### src/rtl/reset_sequencer.sv
// Source-side NoC reset sequencer: asserts every domain reset together, then releases the
// domains one at a time in index order behind synchronized acks. Macro RESET_SEQ_GAP_EN adds
// an idle gap between consecutive releases.
module reset_sequencer #(
    parameter int NUM_DOMAINS        = 4,
    parameter int MIN_ASSERT_CYCLES  = 16,
    parameter int ACK_TIMEOUT_CYCLES = 1024,
    parameter int ACK_SYNC_STAGES    = 2,
    parameter int GAP_CYCLES         = 8
) (
    input  logic                   clk,
    input  logic                   reset,
    input  logic                   reset_req,
    output logic [NUM_DOMAINS-1:0] domain_reset_out,
    input  logic [NUM_DOMAINS-1:0] domain_reset_ack,
    output logic                   busy,
    output logic                   done,
    output logic                   timeout_err
);

    localparam int MAX_AT  = (MIN_ASSERT_CYCLES > ACK_TIMEOUT_CYCLES) ? MIN_ASSERT_CYCLES : ACK_TIMEOUT_CYCLES;
    localparam int MAX_CNT = (GAP_CYCLES > MAX_AT) ? GAP_CYCLES : MAX_AT;
    localparam int CNT_W   = $clog2(MAX_CNT + 1);
    localparam int IDX_W   = (NUM_DOMAINS > 1) ? $clog2(NUM_DOMAINS) : 1;

    localparam logic [CNT_W-1:0] ASSERT_LAST = CNT_W'(MIN_ASSERT_CYCLES - 1);
    localparam logic [CNT_W-1:0] TO_LAST     = CNT_W'(ACK_TIMEOUT_CYCLES - 1);
    localparam logic [CNT_W-1:0] CNT_MAX     = {CNT_W{1'b1}};
    localparam logic [IDX_W-1:0] IDX_LAST    = IDX_W'(NUM_DOMAINS - 1);
`ifdef RESET_SEQ_GAP_EN
    localparam logic [CNT_W-1:0] GAP_LAST    = CNT_W'(GAP_CYCLES - 1);
`endif

    typedef enum logic [2:0] {
        ST_IDLE          = 3'd0,
        ST_ASSERT        = 3'd1,
        ST_WAIT_ACK_HIGH = 3'd2,
        ST_RELEASE       = 3'd3,
        ST_WAIT_ACK_LOW  = 3'd4,
        ST_FINISH        = 3'd5,
        ST_GAP           = 3'd6
    } state_t;

    state_t                 state_r, state_s;
    logic [CNT_W-1:0]       cnt_r, cnt_s, cnt_inc_s;
    logic [IDX_W-1:0]       idx_r, idx_s;
    logic                   timeout_hit_s;
    logic [NUM_DOMAINS-1:0] dro_r, dro_s;
    logic                   busy_r, busy_s;
    logic                   done_r, done_s;
    logic                   terr_r, terr_s;
    logic [NUM_DOMAINS-1:0] sync_r [ACK_SYNC_STAGES];
    logic [NUM_DOMAINS-1:0] ack_s;

    function automatic logic [NUM_DOMAINS-1:0] domain_bit(input logic [IDX_W-1:0] i);
        logic [NUM_DOMAINS-1:0] m;
        m = {NUM_DOMAINS{1'b0}};
        for (int d = 0; d < NUM_DOMAINS; d++) begin
            if (IDX_W'(d) == i) m[d] = 1'b1;
            else                m[d] = 1'b0;
        end
        return m;
    endfunction

    // Ack synchronizer chains; acks arrive from foreign clock domains
    always_ff @(posedge clk) begin
        if (reset) begin
            for (int i = 0; i < ACK_SYNC_STAGES; i++) sync_r[i] <= {NUM_DOMAINS{1'b0}};
        end else begin
            sync_r[0] <= domain_reset_ack;
            for (int i = 1; i < ACK_SYNC_STAGES; i++) sync_r[i] <= sync_r[i-1];
        end
    end

    assign ack_s     = sync_r[ACK_SYNC_STAGES-1];
    assign cnt_inc_s = (cnt_r == CNT_MAX) ? cnt_r : cnt_r + CNT_W'(1);

    // State, counter, index and registered outputs
    always_ff @(posedge clk) begin
        if (reset) begin
            state_r <= ST_ASSERT;
            cnt_r   <= {CNT_W{1'b0}};
            idx_r   <= {IDX_W{1'b0}};
            dro_r   <= {NUM_DOMAINS{1'b1}};
            busy_r  <= 1'b1;
            done_r  <= 1'b0;
            terr_r  <= 1'b0;
        end else begin
            state_r <= state_s;
            cnt_r   <= cnt_s;
            idx_r   <= idx_s;
            dro_r   <= dro_s;
            busy_r  <= busy_s;
            done_r  <= done_s;
            terr_r  <= terr_s;
        end
    end

    // Next-state logic; a new request overrides every other transition
    always_comb begin
        state_s       = state_r;
        cnt_s         = cnt_inc_s;
        idx_s         = idx_r;
        timeout_hit_s = 1'b0;
        if (reset_req) begin
            state_s = ST_ASSERT;
            cnt_s   = {CNT_W{1'b0}};
            idx_s   = {IDX_W{1'b0}};
        end else begin
            case (state_r)
                ST_IDLE: begin
                    cnt_s = {CNT_W{1'b0}};
                end
                ST_ASSERT: begin
                    if (cnt_r == ASSERT_LAST) begin
                        state_s = ST_WAIT_ACK_HIGH;
                        cnt_s   = {CNT_W{1'b0}};
                    end else begin
                        cnt_s   = cnt_inc_s;
                    end
                end
                ST_WAIT_ACK_HIGH: begin
                    if ((&ack_s) || (cnt_r == TO_LAST)) begin
                        timeout_hit_s = ~(&ack_s);
                        state_s       = ST_RELEASE;
                        cnt_s         = {CNT_W{1'b0}};
                        idx_s         = {IDX_W{1'b0}};
                    end else begin
                        cnt_s         = cnt_inc_s;
                    end
                end
                ST_RELEASE: begin
                    state_s = ST_WAIT_ACK_LOW;
                    cnt_s   = {CNT_W{1'b0}};
                end
                ST_WAIT_ACK_LOW: begin
                    if (!ack_s[idx_r] || (cnt_r == TO_LAST)) begin
                        timeout_hit_s = ack_s[idx_r];
                        cnt_s         = {CNT_W{1'b0}};
                        if (idx_r != IDX_LAST) begin
                            idx_s = idx_r + IDX_W'(1);
`ifdef RESET_SEQ_GAP_EN
                            state_s = ST_GAP;
`else
                            state_s = ST_RELEASE;
`endif
                        end else begin
                            state_s = ST_FINISH;
                        end
                    end else begin
                        cnt_s = cnt_inc_s;
                    end
                end
`ifdef RESET_SEQ_GAP_EN
                ST_GAP: begin
                    if (cnt_r == GAP_LAST) begin
                        state_s = ST_RELEASE;
                        cnt_s   = {CNT_W{1'b0}};
                    end else begin
                        cnt_s   = cnt_inc_s;
                    end
                end
`endif
                ST_FINISH: begin
                    state_s = ST_IDLE;
                    cnt_s   = {CNT_W{1'b0}};
                end
                default: begin
                    // Unreachable encodings fall back to a full reassert
                    state_s = ST_ASSERT;
                    cnt_s   = {CNT_W{1'b0}};
                    idx_s   = {IDX_W{1'b0}};
                end
            endcase
        end
    end

    // Next values of the registered outputs, derived from the transition being taken
    always_comb begin
        busy_s = (state_s != ST_IDLE);
        done_s = (state_s == ST_FINISH);
        if (state_s == ST_ASSERT) begin
            dro_s = {NUM_DOMAINS{1'b1}};
        end else if (state_s == ST_IDLE) begin
            dro_s = {NUM_DOMAINS{1'b0}};
        end else if (state_r == ST_RELEASE) begin
            dro_s = dro_r & ~domain_bit(idx_r);
        end else begin
            dro_s = dro_r;
        end
        if (reset_req) begin
            terr_s = 1'b0;
        end else if (timeout_hit_s) begin
            terr_s = 1'b1;
        end else begin
            terr_s = terr_r;
        end
    end

    assign domain_reset_out = dro_r;
    assign busy             = busy_r;
    assign done             = done_r;
    assign timeout_err      = terr_r;

endmodule

### config.mk
export PLATFORM = sky130hd
export DESIGN_NAME = reset_sequencer
export DESIGN_NICKNAME = d
export VERILOG_FILES = /design/src/rtl/reset_sequencer.sv
export SDC_FILE = /design/constraint.sdc
export NUM_CORES = 1
export LEC_CHECK = 0
export BUFFER_PORTS_ARGS = -buffer_cell sky130_fd_sc_hd__buf_4
export CAP_MARGIN = 30
export CORE_MARGIN = 1
export CORE_UTILIZATION = 25
export CTS_CLUSTER_DIAMETER = 40
export DETAILED_ROUTE_END_ITERATION = 8
export HOLD_SLACK_MARGIN = 0.15
export PLACE_DENSITY = 0.51
export SETUP_SLACK_MARGIN = 0.2
export SLEW_MARGIN = 20
export SYNTH_ARGS = -nofsm -noshare
export SYNTH_HDL_FRONTEND = slang
export SYNTH_SLANG_ARGS = --single-unit
### constraint.sdc
create_clock -name clk -period 3.15 [get_ports clk]
set_input_delay 0.315 -clock clk [delete_from_list [all_inputs] [get_ports clk]]
set_output_delay 0.315 -clock clk [all_outputs]
set_load 0.05 [all_outputs]
==> metrics.md <==
| Metric | Value |
|---|---|
| Hold path startpoint | domain_reset_ack[1] |
| CP Capture Type | register |
| Ranking of synthesized cells by area | dfxtp_1, nor2b_1, ha_1 |
| Hold Fails Final Rpt | 0 |
| Die area | 6510 um^2 |
| Total GRT Usage | 0.100 |
| VDD IR max | 0.000180 V |
| Hold Crit Class | in2reg |
| RSZ-0062 raised after global routing | no |
| Post-Syn Nets | 179 |
| H-tree depth | 2 |
| Post-synth top area share | 0.401 |
| Fmax | 0.511 GHz |
| Worst reg-to-reg path cell count | 5 |
| Crit Path Max Fanout | 11 |
| WL/cell | 11.5 um |
| TritonCTS buffer count | 5 |
| Std-Cell Rows | 28 |
| Seq/Total Area, Yosys | 0.401 |
| Leakage | 0.691 nW |
| Hold EP | sync_r[0][1] |
| Data arrival, critical path | 2.10 ns |
| Layout cells sized above 1 | 0.183 |
| Cell taking the most area after synthesis | dfxtp_1 |
| Ys async rst share | 0 |
| Final Wtd Congestion | 0.724 |
| Initial core utilization | 0.260 |
| Die W | 80.7 um |
| Postcts setup bufs | 0 |
| Antenna violations before repair | 0 |
| Most common cell after layout, fill and taps aside | dfxtp_1 |
| Most common flop cell mapped by yosys | dfxtp_1 |
| Most frequent cells in the layout | dfxtp_1, nor2_1, buf_4 |
| Tightest Pin Transition | 0.547 ns |
| Clock root buffer | clkbuf_8 |
| Yosys cell types | 49 |
| Chip Height | 80.7 um |
| Core area | 5960 um^2 |
| Synth Cell Area | 1550 um^2 |
| Grt total ovfl | 0 |
| # diodes | 0 |
| Minimum clock period | 1.96 ns |
| Yosys Warn Count | 0 |
| Via count | 1142 |
| Clock Latency Late Sink | 0.28 ns |
| Final setup vio count | 0 |
| WP data required | 3.29 ns |
| EDFF count, synth | 0 |
| Hold buffers post-CTS | 0 |
| Reg2reg end | cnt_r[5] |
| Drt first pass iters | 4 |
| IO buf count | 13 |
| Slew Limit Fails | 0 |
| CTS tree | done |
| Final critical-path share of the clock period | 0.621 |
| Vias in the first global route | 1053 |
| Setup CP Type | reg2reg |
| Post-CTS resize count | 0 |
| Power Dens Cells | 442 nW/um^2 |
| Reg clk slew, reported paths | 0.06 ns |
| Syn Area/Cell | 9.28 um^2 |
| Post-synthesis instance total | 167 |
| Hold depth | 2 |
| Drt initial violations | 73 |
| Global-route wire length before repair | 4880 um |
| Routed wire length | 2930 um |
| Area Growth Syn to Fin | 16.2% |
| Setup_tns | 0 ns |
| Relative slew slack | 0.634 |
| Status | finished, final reports clean |
| Reg2reg setup slack | 1.19 ns |
| Largest net degree at the start of global routing | 13 |
| CTS max path bufs | 2 |
| Via density | 4.48 |
| Clock Sinks | 31 |
| Io pins | 14 |
| Antenna Nets Post-Route | 0 |
| DRC Markers | 0 |
| HPWL Detailed | 2130 um |
| Max cap viols | 0 |
| Final Skew | 0.00572 ns |
| Util after Layout | 0.302 |
| RR Startpoint | idx_r[0] |
| Synth Register Bits | 31 |
| Crit path launch type | register |
| Nets@finish | 192 |
==> metrics by stage <==
step | setup WS (ns) | hold WS (ns) | power (W) | area, um^2 | cells
6_report | 1.19 | 0.243 | 0.000795 | 1800 | 255
5_1_grt | 1.02 | 0.247 | 0.000828 | 1800 | 255
4_1_cts | 1.16 | 0.234 | 0.000807 | 1800 | 255
3_5_place_dp | 1.19 | 0.424 | 0.000435 | 1700 | 248
3_3_place_gp | 1.20 | 0.419 | 0.000436 | 1700 | 248
2_1_floorplan | 1.48 | 0.414 | 0.000426 | 1550 | 167
==> metal layers <==
layer  vias up  part of all wire  GRT usage
met5         -                 0          0
met4         0             0.026     0.0589
met3         6             0.029     0.0273
met2        15              0.41      0.149
met1       501              0.53      0.128
li1        620                 -          -
==> cells by family after synthesis <==
group	share of synthesized area
xor gates and xnor gates	0.0452
DFF	0.401
AOI/OAI and AO/OA	0.162
and+or+nand+nor	0.283
adders and majority gates	0.0404
buffers and inverters	0.0477
muxes	0.0210
==> critical path, stage by stage (launching register included) <==
cell,delay [ns]
dfxtp_1,0.40
mux4_2,0.59
a22oi_2,0.17
nor3_1,0.07
o211ai_2,0.47
nor2_1,0.11
==> sequential cells by signal (all words and copies together), names as in the netlist <==
name and flops:
sync_r 8, domain_reset_out 4, idx_r 2, done 1, timeout_err 1, state_r 3, busy 1, cnt_r 11
==> final cells by class <==
cell class | instances | area [um^2]
fillers | 637 | 4160
multi-input cells | 121 | 855
flip-flops and latches | 31 | 621
well taps | 75 | 93.8
clock inverters | 1 | 30.0
repair buffers | 13 | 97.6
clock buffers | 6 | 72.6
inverters | 8 | 30.0
==> cells in the mapped netlist, types with 2 or more instances <==
master,instances
a21oi_1,6
and2_1,2
and3_1,2
and4_1,3
buf_2,2
buf_4,2
dfxtp_1,31
ha_1,5
inv_1,8
nand2_1,11
nand2b_1,3
nand3_1,6
nand4_1,8
nor2_1,14
nor2b_1,11
nor3_1,4
nor3_2,2
o21a_1,3
o21ai_0,3
o21ai_1,2
o22ai_1,4
or3b_1,2
xnor2_1,2
xor2_1,6
==> report_power, final <==
group	leakage, nW	internal [W]	switching, W
Clock	0.0513	0.000231	0.000137
Sequential	0.252	0.000398	0.00000245
Combinational	0.387	0.0000124	0.0000134
==> how the worst max path moves through the flow <==
stage	startpoint	depth (start not counted)	end	slack, ns
2_1_floorplan	cnt_r[0]	7	domain_reset_out[0]	1.48
3_3_place_gp	idx_r[0]	5	cnt_r[7]	1.20
3_5_place_dp	idx_r[0]	5	cnt_r[5]	1.19
4_1_cts	idx_r[0]	5	cnt_r[5]	1.16
5_1_grt	idx_r[0]	5	cnt_r[5]	1.02
6_report	idx_r[0]	5	cnt_r[5]	1.19
(Power assumes the default switching activity.)
